File: src/rtl/pcie_rx_pkg.sv
// rtl/pcie_rx_pkg.sv - shared constants, state enum and helpers for the rx symbol aligner
package pcie_rx_pkg;

  localparam int SYM_W = 10;
  localparam int OFF_W = 4;
  localparam int CNT_W = 3;

  // K28.5 in both running disparities, bit0 = 'a'
  localparam logic [SYM_W-1:0] COM_RDN = 10'h17C;
  localparam logic [SYM_W-1:0] COM_RDP = 10'h283;

  typedef enum logic [1:0] {
    ST_UNALIGNED = 2'd0,
    ST_ACQUIRE   = 2'd1,
    ST_LOCKED    = 2'd2
  } align_state_e;

  typedef logic [OFF_W-1:0] offset_t;

  function automatic logic [CNT_W-1:0] sat_inc(input logic [CNT_W-1:0] v);
    return (v == '1) ? v : v + CNT_W'(1);
  endfunction

endpackage

File: src/rtl/pcie_rx_symbol_align_if.sv
// rtl/pcie_rx_symbol_align_if.sv - raw word in / aligned symbol out bundle of the aligner
interface pcie_rx_symbol_align_if;

  logic                                  RXELECIDLE;
  logic [pcie_rx_pkg::SYM_W-1:0]         HSS_RXD;
  logic [pcie_rx_pkg::SYM_W-1:0]         RXD_ALIGNED;
  logic                                  RXD_VALID;
  logic                                  SYMBOL_LOCK;
  logic                                  COM_DET;
  logic [pcie_rx_pkg::OFF_W-1:0]         ALIGN_OFFSET;

  modport master (
    output RXELECIDLE, HSS_RXD,
    input  RXD_ALIGNED, RXD_VALID, SYMBOL_LOCK, COM_DET, ALIGN_OFFSET
  );

  modport slave (
    input  RXELECIDLE, HSS_RXD,
    output RXD_ALIGNED, RXD_VALID, SYMBOL_LOCK, COM_DET, ALIGN_OFFSET
  );

endinterface

File: src/rtl/pcie_com_detect.sv
// rtl/pcie_com_detect.sv - combinational K28.5 match at each of the ten slice offsets
module pcie_com_detect
  import pcie_rx_pkg::*;
(
  input  logic [2*SYM_W-1:0] window_i,
  output logic [SYM_W-1:0]   match_o
);

  // The top bit can never start a full symbol; it only completes offset 9's neighbour.
  logic unused_top;
  assign unused_top = window_i[2*SYM_W-1];

  always_comb begin
    match_o = '0;
    for (int k = 0; k < SYM_W; k++) begin
      match_o[k] = (window_i[k +: SYM_W] == COM_RDN) || (window_i[k +: SYM_W] == COM_RDP);
    end
  end

endmodule

File: src/rtl/pcie_rx_symbol_align.sv
// rtl/pcie_rx_symbol_align.sv - comma-based 10b symbol aligner with lock/loss hysteresis
module pcie_rx_symbol_align
  import pcie_rx_pkg::*;
#(
  parameter int LOCK_COMS = 2,
  parameter int LOSS_COMS = 4
) (
  input  logic                  PCLK250,
  input  logic                  CNTL_RESETN_P0,
  pcie_rx_symbol_align_if.slave rx
);

  logic [SYM_W-1:0]   r0_q;
  align_state_e       state_q, state_d;
  offset_t            offset_q, offset_d;
  logic [CNT_W-1:0]   com_cnt_q, com_cnt_d;
  logic [CNT_W-1:0]   miss_cnt_q, miss_cnt_d;
  logic [SYM_W-1:0]   aligned_q, aligned_d;
  logic               valid_q, valid_d;
  logic               lock_q, lock_d;
  logic               com_det_q, com_det_d;

  logic [2*SYM_W-1:0] window;
  logic [SYM_W-1:0]   match;
  logic [SYM_W-1:0]   slice;
  logic               any_com;
  logic               com_held;
  offset_t            low_k;

  assign window = {rx.HSS_RXD, r0_q};

  pcie_com_detect u_com_detect (
    .window_i (window),
    .match_o  (match)
  );

  always_comb begin
    low_k = '0;
    for (int k = SYM_W - 1; k >= 0; k--) begin
      if (match[k]) low_k = offset_t'(k);
    end
  end

  assign any_com  = |match;
  assign com_held = match[offset_q];

  // A COM at the held offset always wins over COMs seen elsewhere in the window.
  always_comb begin
    state_d    = state_q;
    offset_d   = offset_q;
    com_cnt_d  = com_cnt_q;
    miss_cnt_d = miss_cnt_q;
    if (rx.RXELECIDLE) begin
      state_d    = ST_UNALIGNED;
      com_cnt_d  = '0;
      miss_cnt_d = '0;
    end else begin
      case (state_q)
        ST_UNALIGNED: begin
          if (any_com) begin
            offset_d   = low_k;
            com_cnt_d  = CNT_W'(1);
            miss_cnt_d = '0;
            state_d    = (LOCK_COMS <= 1) ? ST_LOCKED : ST_ACQUIRE;
          end
        end
        ST_ACQUIRE: begin
          if (com_held) begin
            com_cnt_d = sat_inc(com_cnt_q);
            if (com_cnt_d >= CNT_W'(LOCK_COMS)) begin
              state_d    = ST_LOCKED;
              miss_cnt_d = '0;
            end
          end else if (any_com) begin
            offset_d  = low_k;
            com_cnt_d = CNT_W'(1);
          end
        end
        ST_LOCKED: begin
          if (com_held) begin
            miss_cnt_d = '0;
          end else if (any_com) begin
            miss_cnt_d = sat_inc(miss_cnt_q);
            if (miss_cnt_d >= CNT_W'(LOSS_COMS)) begin
              state_d    = ST_UNALIGNED;
              com_cnt_d  = '0;
              miss_cnt_d = '0;
            end
          end
        end
        default: state_d = ST_UNALIGNED;
      endcase
    end
  end

  // Slice with the offset being adopted this edge so the triggering COM comes out aligned.
  always_comb begin
    slice = '0;
    for (int k = 0; k < SYM_W; k++) begin
      if (offset_d == offset_t'(k)) slice = window[k +: SYM_W];
    end
  end

  assign valid_d   = (state_d != ST_UNALIGNED);
  assign lock_d    = (state_d == ST_LOCKED);
  assign aligned_d = valid_d ? slice : '0;
  assign com_det_d = valid_d & match[offset_d];

  always_ff @(posedge PCLK250 or negedge CNTL_RESETN_P0) begin
    if (!CNTL_RESETN_P0) begin
      r0_q       <= '0;
      state_q    <= ST_UNALIGNED;
      offset_q   <= '0;
      com_cnt_q  <= '0;
      miss_cnt_q <= '0;
      aligned_q  <= '0;
      valid_q    <= 1'b0;
      lock_q     <= 1'b0;
      com_det_q  <= 1'b0;
    end else begin
      r0_q       <= rx.HSS_RXD;
      state_q    <= state_d;
      offset_q   <= offset_d;
      com_cnt_q  <= com_cnt_d;
      miss_cnt_q <= miss_cnt_d;
      aligned_q  <= aligned_d;
      valid_q    <= valid_d;
      lock_q     <= lock_d;
      com_det_q  <= com_det_d;
    end
  end

  assign rx.RXD_ALIGNED  = aligned_q;
  assign rx.RXD_VALID    = valid_q;
  assign rx.SYMBOL_LOCK  = lock_q;
  assign rx.COM_DET      = com_det_q;
  assign rx.ALIGN_OFFSET = offset_q;

endmodule

File: src/flat_wrapper.sv
// flat-port wrapper written by rule: the top's interface ports become plain ports
module pcie_rx_symbol_align_flat import pcie_rx_pkg::*;
#(
  parameter int LOCK_COMS = 2,
  parameter int LOSS_COMS = 4
)
  (PCLK250, CNTL_RESETN_P0, rx_RXELECIDLE, rx_HSS_RXD, rx_RXD_ALIGNED, rx_RXD_VALID, rx_SYMBOL_LOCK, rx_COM_DET, rx_ALIGN_OFFSET);
  pcie_rx_symbol_align_if rx_i ();
  input  logic PCLK250;
  input  logic CNTL_RESETN_P0;
  input wire logic [$bits(rx_i.RXELECIDLE)-1:0] rx_RXELECIDLE;
  input wire logic [$bits(rx_i.HSS_RXD)-1:0] rx_HSS_RXD;
  output wire logic [$bits(rx_i.RXD_ALIGNED)-1:0] rx_RXD_ALIGNED;
  output wire logic [$bits(rx_i.RXD_VALID)-1:0] rx_RXD_VALID;
  output wire logic [$bits(rx_i.SYMBOL_LOCK)-1:0] rx_SYMBOL_LOCK;
  output wire logic [$bits(rx_i.COM_DET)-1:0] rx_COM_DET;
  output wire logic [$bits(rx_i.ALIGN_OFFSET)-1:0] rx_ALIGN_OFFSET;
  assign rx_i.RXELECIDLE = rx_RXELECIDLE;
  assign rx_i.HSS_RXD = rx_HSS_RXD;
  assign rx_RXD_ALIGNED = rx_i.RXD_ALIGNED;
  assign rx_RXD_VALID = rx_i.RXD_VALID;
  assign rx_SYMBOL_LOCK = rx_i.SYMBOL_LOCK;
  assign rx_COM_DET = rx_i.COM_DET;
  assign rx_ALIGN_OFFSET = rx_i.ALIGN_OFFSET;
  pcie_rx_symbol_align #(.LOCK_COMS(LOCK_COMS), .LOSS_COMS(LOSS_COMS)) u_core (.PCLK250(PCLK250), .CNTL_RESETN_P0(CNTL_RESETN_P0), .rx(rx_i));
endmodule
File: config.mk
export PLATFORM = sky130hd
export DESIGN_NAME = pcie_rx_symbol_align_flat
export DESIGN_NICKNAME = d
export VERILOG_FILES = /design/src/rtl/pcie_rx_pkg.sv /design/src/rtl/pcie_rx_symbol_align_if.sv /design/src/rtl/pcie_com_detect.sv /design/src/rtl/pcie_rx_symbol_align.sv /design/src/flat_wrapper.sv
export SDC_FILE = /design/constraint.sdc
export NUM_CORES = 1
export LEC_CHECK = 0
export ABC_AREA = 1
export BUFFER_PORTS_ARGS = -buffer_cell sky130_fd_sc_hd__buf_2
export CAP_MARGIN = 20
export CORE_ASPECT_RATIO = 0.75
export CORE_MARGIN = 1.5
export CORE_UTILIZATION = 61
export CTS_CLUSTER_DIAMETER = 50
export DETAILED_ROUTE_END_ITERATION = 8
export HOLD_SLACK_MARGIN = 0.15
export PLACE_DENSITY = 0.81
export SLEW_MARGIN = 20
export SYNTH_ARGS = -nofsm -noshare
export SYNTH_HDL_FRONTEND = slang
export SYNTH_SLANG_ARGS = --single-unit
File: constraint.sdc
create_clock -name PCLK250 -period 3.3 [get_ports PCLK250]
set_clock_uncertainty 0.1 [all_clocks]
set_input_delay 0.495 -clock PCLK250 [delete_from_list [all_inputs] [get_ports PCLK250]]
set_output_delay 0.495 -clock PCLK250 [all_outputs]
set_load 0.02 [all_outputs]
==> flow_metrics.tcl, run 1 <==
set metrics [dict create \
    number_of_enable_type_register_cells_in_the_synthesized_netlist 0 \
    synthMuxAreaShare 0 \
    total_routing_usage_reported_by_global_routing 0.371 \
    tritoncts "done" \
    die_area_sq_um 6300 \
    crit_path_max_incr_delay_ns 0.46 \
    critical_path.n_buffers_inverters 4 \
    cap_violations 0 \
    pre_cts_slack_ns -0.0580 \
    power_density_nw_per_um2 464 \
    design_area_sq_um 4110 \
    core.rowCount 23 \
    synthToLayoutAreaGrowth_pct 15.7 \
    complex_gate_fraction_of_the_synthesized_area 0.119 \
    post_route_cells_drive_above_1_share 0.254 \
    layout_min_cycle_time_ns 3.21 \
    synth_top_family_by_area "simple AND/OR/NAND/NOR gates" \
    design.final.nets 641 \
    synth-async-reset-ratio 1.00 \
    critPathRequiredTime_ns 3.43 \
    initial_core_util 0.650 \
    yosysUniqueCellTypes 40 \
    p_leak_uw 0.00213 \
    detailed_place_hpwl_mm 8.61 \
    cp_slowest_cell "sky130_fd_sc_hd__dfrtp_2" \
    synthXorXnorAreaFrac 0.00246 \
    place_area_sq_um 3930 \
    post_synth_inst_count 564 \
    setup_viol 0 \
    setup.worst_path.class "register to register" \
    yosys_warnings 0 \
    hold-worst-slack_ns 0.183 \
    netlist_area_sq_um 3550 \
    grt_antenna_before_repair 0 \
    timing.fmax_mhz 312 \
    max_slew_margin 0.458 \
    critical_path.max_fanout 7 \
    sequential_cell_area_sq_um 883 \
    synth_simple_gate_area_share 0.492 \
    die-height_microns 69.1 \
    overflow 0 \
    synth_fa_ha_area_frac 0.0211 \
    wl_mm 11.4 \
    pin_count 30 \
    cell_internal_pwr_uw 970 \
    timing.critical_path.from_type "register" \
    place.detailed.instances 682 \
    detailed_route_via_count 4205 \
    post_synth.cell_area_avg_sq_um 6.30 \
    ctsLongestPathBuffers 2 \
    number_of_global_route_vias_before_repair 3821 \
    grt_first_pass_wirelength_mm 18.6 \
    pwr-share-comb 0.573 \
    core_region_area_sq_um 5470 \
    synth.ff_latch_count 35 \
    status "finished clean" \
    clock-root-buffer "sky130_fd_sc_hd__clkbuf_8" \
    ctsHtreeMaxLevel 2 \
    drtAntennaViolNets 0 \
    drt_pass1_iterations 7 \
    cts_made_buffers 5 \
    routed_wire_length_per_instance_microns 16.3 \
    multi_input_area_sq_um 2290 \
    postCtsHoldBufs 0 \
    crit_path_end_kind "register" \
    critPathArrivalTime_ns 3.34 \
    netSwitchingFraction 0.491 \
    routabilityCongestion 1.02 \
    fillers 448 \
    synth_flop_cell "sky130_fd_sc_hd__dfrtp_1" \
    postLayoutSetupSlackWorst_ns 0.0914 \
    maxSlewViolCount 0 \
    insertion_delay_ns 0.30 \
    ys_seq_area_frac 0.246 \
    clock_sinks 35 \
    post-route-period-util 0.972 \
    routed_via_density 6.02 \
    clkPwrFrac 0.169 \
    layoutNonFillerInstCount 698 \
    worstPathCellList "buf_2 > nand2_1 > nor2_4 > nand3_1 > nand2_1 > nor2_2 > nand2_2 > nor2_4 > nand3_2 > a31oi_4 > nand2_8 > nor2_8 > inv_4 > nor2_4 > clkbuf_2 > nand2_1 > nand4_1 > nand2_1 > nand3_1 > nand2_1 > inv_1" \
    hold_violations 0 \
    kind_of_path_behind_the_tightest_hold_check "input pin to asynchronous set/reset pin" \
    drt-initial-drc-count 594 \
    worst_slew_pin_slew_ns 0.814 \
    port-buffer-count 29 \
    grt_start_max_net_pins 36 \
    detail_route.drc_violations 0 \
    clk_pin_slew_ns 0.08 \
    cpLargestDelayFamily "simple AND/OR/NAND/NOR gates" \
    power.share.sequential 0.259 \
    diodes 0 \
    maximum_vdd_ir_drop_mv 0.291 \
    switchingPower_uw 937 \
    setup_total_negative_slack_ns 0 \
    syn-num-nets 583 \
    dieWidth_microns 91.1 \
    crit_path_frequent_cell "sky130_fd_sc_hd__nand2_1" \
]
layout make-up:
class,count,share of cell area
clock inverters,2,0.00304
multi-input cells,430,0.557
clock buffers,6,0.0176
flip-flops and latches,35,0.215
inverters,85,0.0788
repair buffers,65,0.106
well taps,75,0.0228
routing by layer:
metal / track usage / share of wire
met1: 0.537 / 0.40
met2: 0.532 / 0.41
met3: 0.0993 / 0.16
met4: 0.120 / 0.027
met5: 0 / 0
cells in the final DEF, fill, tap and decap left out, drive strengths merged:
master	Yosys	layout
a211oi	1	1
a21oi	20	20
a311oi	1	1
a31oi	3	3
and2	1	1
buf	12	64
clkbuf	2	7
clkinv	0	1
clkinvlp	0	1
dfrtp	35	35
ha	6	6
inv	85	85
nand2	171	171
nand3	63	63
nand3b	4	4
nand4	17	17
nor2	87	87
nor3	12	12
o211ai	3	3
o21ai	34	34
o21bai	1	1
o221ai	1	1
o22ai	3	3
o31ai	1	1
xor2	1	1
sequential cells by signal (all words and copies together), names as in the netlist:
register                count
u_core.r0_q                10
u_core.rx.RXD_ALIGNED      10
u_core.rx.ALIGN_OFFSET      4
u_core.com_cnt_q            3
u_core.miss_cnt_q           3
u_core.state_q              2
u_core.rx.COM_DET           1
u_core.rx.RXD_VALID         1
u_core.rx.SYMBOL_LOCK       1
power groups by stage:
stage               Combinational (uW)  Sequential (uW)  Clock [uW]
floorplan                          723              503           0
global placement                   991              501           0
detailed placement                 999              500           0
CTS                               1000              492         325
global route                      1170              496         349
finish                            1090              494         321
cells in the mapped netlist (2+ instances only):
cell type                  instances  area, sq um
sky130_fd_sc_hd__o21ai_2           6         52.6
sky130_fd_sc_hd__buf_6             3         33.8
sky130_fd_sc_hd__nand2_2          13         81.3
sky130_fd_sc_hd__nand4_1          17          106
sky130_fd_sc_hd__a21oi_1          19         95.1
sky130_fd_sc_hd__buf_2             4         20.0
sky130_fd_sc_hd__o21ai_0          17         85.1
sky130_fd_sc_hd__nand3b_1          4         30.0
sky130_fd_sc_hd__o211ai_1          3         22.5
sky130_fd_sc_hd__nand3_2           5         50.1
sky130_fd_sc_hd__inv_1            67          251
sky130_fd_sc_hd__nand2_1         154          578
sky130_fd_sc_hd__nand2_4           2         22.5
sky130_fd_sc_hd__nand2_8           2         40.0
sky130_fd_sc_hd__nand3_1          56          280
sky130_fd_sc_hd__nor2_2           10         62.6
sky130_fd_sc_hd__o21ai_1          11         55.1
sky130_fd_sc_hd__o22ai_1           3         18.8
sky130_fd_sc_hd__inv_4             2         12.5
sky130_fd_sc_hd__nor3_1           12         60.1
sky130_fd_sc_hd__nor2_8            2         40.0
sky130_fd_sc_hd__ha_1              6         75.1
sky130_fd_sc_hd__nand3_4           2         35.0
sky130_fd_sc_hd__dfrtp_1          35          876
sky130_fd_sc_hd__buf_4             5         37.5
sky130_fd_sc_hd__nor2_4           10          113
sky130_fd_sc_hd__inv_2            16         60.1
sky130_fd_sc_hd__a31oi_1           2         12.5
sky130_fd_sc_hd__nor2_1           65          244
final timing paths:
path / depth (start not counted) / to / startpoint / slack [ns]
min: 1 / u_core.rx.RXD_VALID / CNTL_RESETN_P0 / 0.18
max: 21 / u_core.rx.RXD_ALIGNED[0] / u_core.r0_q[8] / 0.09
max reg2reg: 21 / u_core.rx.RXD_ALIGNED[0] / u_core.r0_q[8] / 0.09
min in group PCLK250: 1 / u_core.r0_q[9] / rx_HSS_RXD[9] / 0.20
max in group asynchronous: 1 / u_core.r0_q[5] / CNTL_RESETN_P0 / 2.35
min reg2reg: 2 / u_core.miss_cnt_q[2] / u_core.miss_cnt_q[2] / 0.43
through the flow:
step	power, uW	utilization
finish	1910	0.752
global route	2020	0.752
CTS	1820	0.734
detailed placement	1500	0.719
global placement	1490	0.719
floorplan	1230	-
cells by family after synthesis:
family / Yosys count
and+or+nand+nor: 355
DFF: 35
adders and majority gates: 6
buffers and inverters: 99
xor gates and xnor gates: 1
AOI/OAI and AO/OA: 68
timing repair:
action	in CTS	in global routing
endpoints found under the setup margin	0	13
endpoints found under the hold margin	0	0
resized for setup	0	16
buffers inserted	0	8
Note: power is estimated with default switching activity, not from simulation.
==> run 2, diff against run 1 <==
--- a/config.mk
+++ b/config.mk
@@ -9,12 +9,13 @@
 export BUFFER_PORTS_ARGS = -buffer_cell sky130_fd_sc_hd__buf_2
 export CAP_MARGIN = 20
 export CORE_ASPECT_RATIO = 0.75
-export CORE_MARGIN = 1.5
+export CORE_MARGIN = 2
 export CORE_UTILIZATION = 61
 export CTS_CLUSTER_DIAMETER = 50
 export DETAILED_ROUTE_END_ITERATION = 8
 export HOLD_SLACK_MARGIN = 0.15
 export PLACE_DENSITY = 0.81
+export SETUP_SLACK_MARGIN = 0.02
 export SLEW_MARGIN = 20
 export SYNTH_ARGS = -nofsm -noshare
 export SYNTH_HDL_FRONTEND = slang
==> run 2 against run 1 <==
Compared with the run above: total power decreased by 2.3%; routed wire length decreased by 4.3%; final cell count decreased by 0.14%; sequential share of layout area increased by 0.29 points; largest cell class unchanged; via count decreased by 3.7%; non-clock buffer count decreased by 4; highest routed layer unchanged.
==> flow_metrics.tcl, run 2 (synthesis gave the netlist of run 1 again) <==
set metrics [dict create \
    status "finished clean" \
    die-height_microns 70.1 \
    detailed_route_via_count 4050 \
    ctsLongestPathBuffers 2 \
    drt-initial-drc-count 546 \
    grt_first_pass_wirelength_mm 17.3 \
    finalPower_uw 1860 \
    cp_slowest_cell "sky130_fd_sc_hd__buf_2" \
    tritoncts "done" \
    insertion_delay_ns 0.30 \
    overflow 0 \
    design.final.nets 637 \
    clock_sinks 35 \
    routabilityCongestion 1.05 \
    clock-root-buffer "sky130_fd_sc_hd__clkbuf_8" \
    critPathArrivalTime_ns 3.21 \
    detail_route.drc_violations 0 \
    number_of_global_route_vias_before_repair 3507 \
    cap_violations 0 \
    postCtsHoldBufs 0 \
    postLayoutSetupSlackWorst_ns 0.164 \
    power_density_nw_per_um2 458 \
    port-buffer-count 29 \
    pre_cts_slack_ns -0.0105 \
    place_area_sq_um 3880 \
    mostFrequentLayoutCells "sky130_fd_sc_hd__nand2_1, sky130_fd_sc_hd__inv_1, sky130_fd_sc_hd__nor2_1" \
    wl_mm 10.9 \
    sequential_cell_area_sq_um 885 \
    max_slew_margin 0.451 \
    dieWidth_microns 92.1 \
    layoutNonFillerInstCount 697 \
    diodes 0 \
    grt_start_max_net_pins 36 \
    crit_path_max_incr_delay_ns 0.24 \
    setup.worst_path.class "input pin to register" \
    clk_pin_slew_ns 0.09 \
    ctsHtreeMaxLevel 2 \
    worstPathCellList "buf_2 > inv_2 > nand2_1 > nor2_1 > nand3_1 > nand2_1 > buf_4 > nor2_1 > nand4_1 > nand2_1 > nand2_4 > a31oi_4 > nand2_8 > buf_4 > o211ai_1 > nand3_1 > nand2_1 > nand3_1 > nand2_1 > nand2_1 > nand2_1 > a21oi_2" \
    layout_min_cycle_time_ns 3.14 \
    post_route_cells_drive_above_1_share 0.254 \
    critical_path.max_fanout 11 \
    multi_input_area_sq_um 2270 \
    fillers 497 \
    detailed_place_hpwl_mm 8.28 \
    pin_count 30 \
    routed_wire_length_per_instance_microns 15.7 \
    critical_path.reg2reg.startpoint "u_core.r0_q[9]" \
    core_region_area_sq_um 5710 \
    kind_of_path_behind_the_tightest_hold_check "input pin to asynchronous set/reset pin" \
    maxSlewViolCount 0 \
    grt_antenna_before_repair 0 \
    design_area_sq_um 4070 \
    p_leak_uw 0.00211 \
    maximum_vdd_ir_drop_mv 0.407 \
    worst_slew_pin_slew_ns 0.823 \
    initial_core_util 0.623 \
    crit_path_frequent_cell "sky130_fd_sc_hd__nand2_1" \
    cts_made_buffers 5 \
    drtAntennaViolNets 0 \
    setup_viol 0 \
    hold_violations 0 \
    core.rowCount 24 \
    crit_path_end_kind "register" \
    timing.critical_path.from_type "input pin" \
    post-route-period-util 0.950 \
    synthToLayoutAreaGrowth_pct 14.4 \
    timing.fmax_mhz 319 \
    total_routing_usage_reported_by_global_routing 0.339 \
    die_area_sq_um 6460 \
    drt_pass1_iterations 6 \
    critPathRequiredTime_ns 3.37 \
    startpoint "rx_HSS_RXD[0]" \
    finish.utilization 0.713 \
    mostFrequentLayoutCell "sky130_fd_sc_hd__nand2_1" \
    routed_via_density 5.81 \
    place.detailed.instances 682 \
    flop2flop_setup_slack_ns 0.17 \
]
## run 2: path summary, 6_finish.rpt
| check | end | cells past startpoint |
|---|---|---|
| setup / recovery | u_core.rx.RXD_ALIGNED[6] | 22 |
| hold / removal | u_core.rx.RXD_ALIGNED[4] | 1 |
| setup reg to reg | u_core.rx.RXD_ALIGNED[6] | 21 |
| hold reg to reg | u_core.miss_cnt_q[2] | 2 |
| max in group asynchronous | u_core.r0_q[8] | 1 |
| min in group PCLK250 | u_core.r0_q[9] | 1 |
## run 2: timing repair
action | 4_1_cts | 5_1_grt
gates resized for setup | 0 | 16
setup endpoints to repair | 0 | 13
hold endpoints to repair | 0 | 0
setup buffers | 0 | 7
## run 2: final cells by class
cell class,instances,share of cell area
clock buffers,6,0.0179
clock inverters,2,0.00308
inverters,85,0.0797
multi-input cells,430,0.559
flip-flops and latches,35,0.218
well taps,78,0.0240
repair buffers,61,0.0988
## run 2: per-stage QoR
step | setup TNS, ns | hold WS, ns
2_1_floorplan | 0 | 0.0994
3_3_place_gp | 0 | 0.412
3_5_place_dp | -0.0165 | 0.419
4_1_cts | 0 | 0.198
5_1_grt | -0.0994 | 0.198
6_report | 0 | 0.188
## run 2: worst max-delay path: cells and delay by family
kind | cells | cell delay [ns]
compound gates | 3 | 0.46
buf+inv | 4 | 0.64
simple gates | 15 | 1.59
## run 2: layer usage
layer | track usage | wire length [microns] | up-vias
met5 | 0 | 0 | -
met3 | 0.100 | 1530 | 28
met1 | 0.505 | 4660 | 1811
met4 | 0.0730 | 195 | 0
met2 | 0.486 | 4530 | 287
li1 | - | - | 1924
## run 2: power breakdown
part / internal (uW) / leakage [uW] / total, uW / switching [uW]
clock: 148 / 0.0000412 / 324 / 176
combinational: 349 / 0.00162 / 1040 / 695
sequential: 454 / 0.000454 / 495 / 40.3
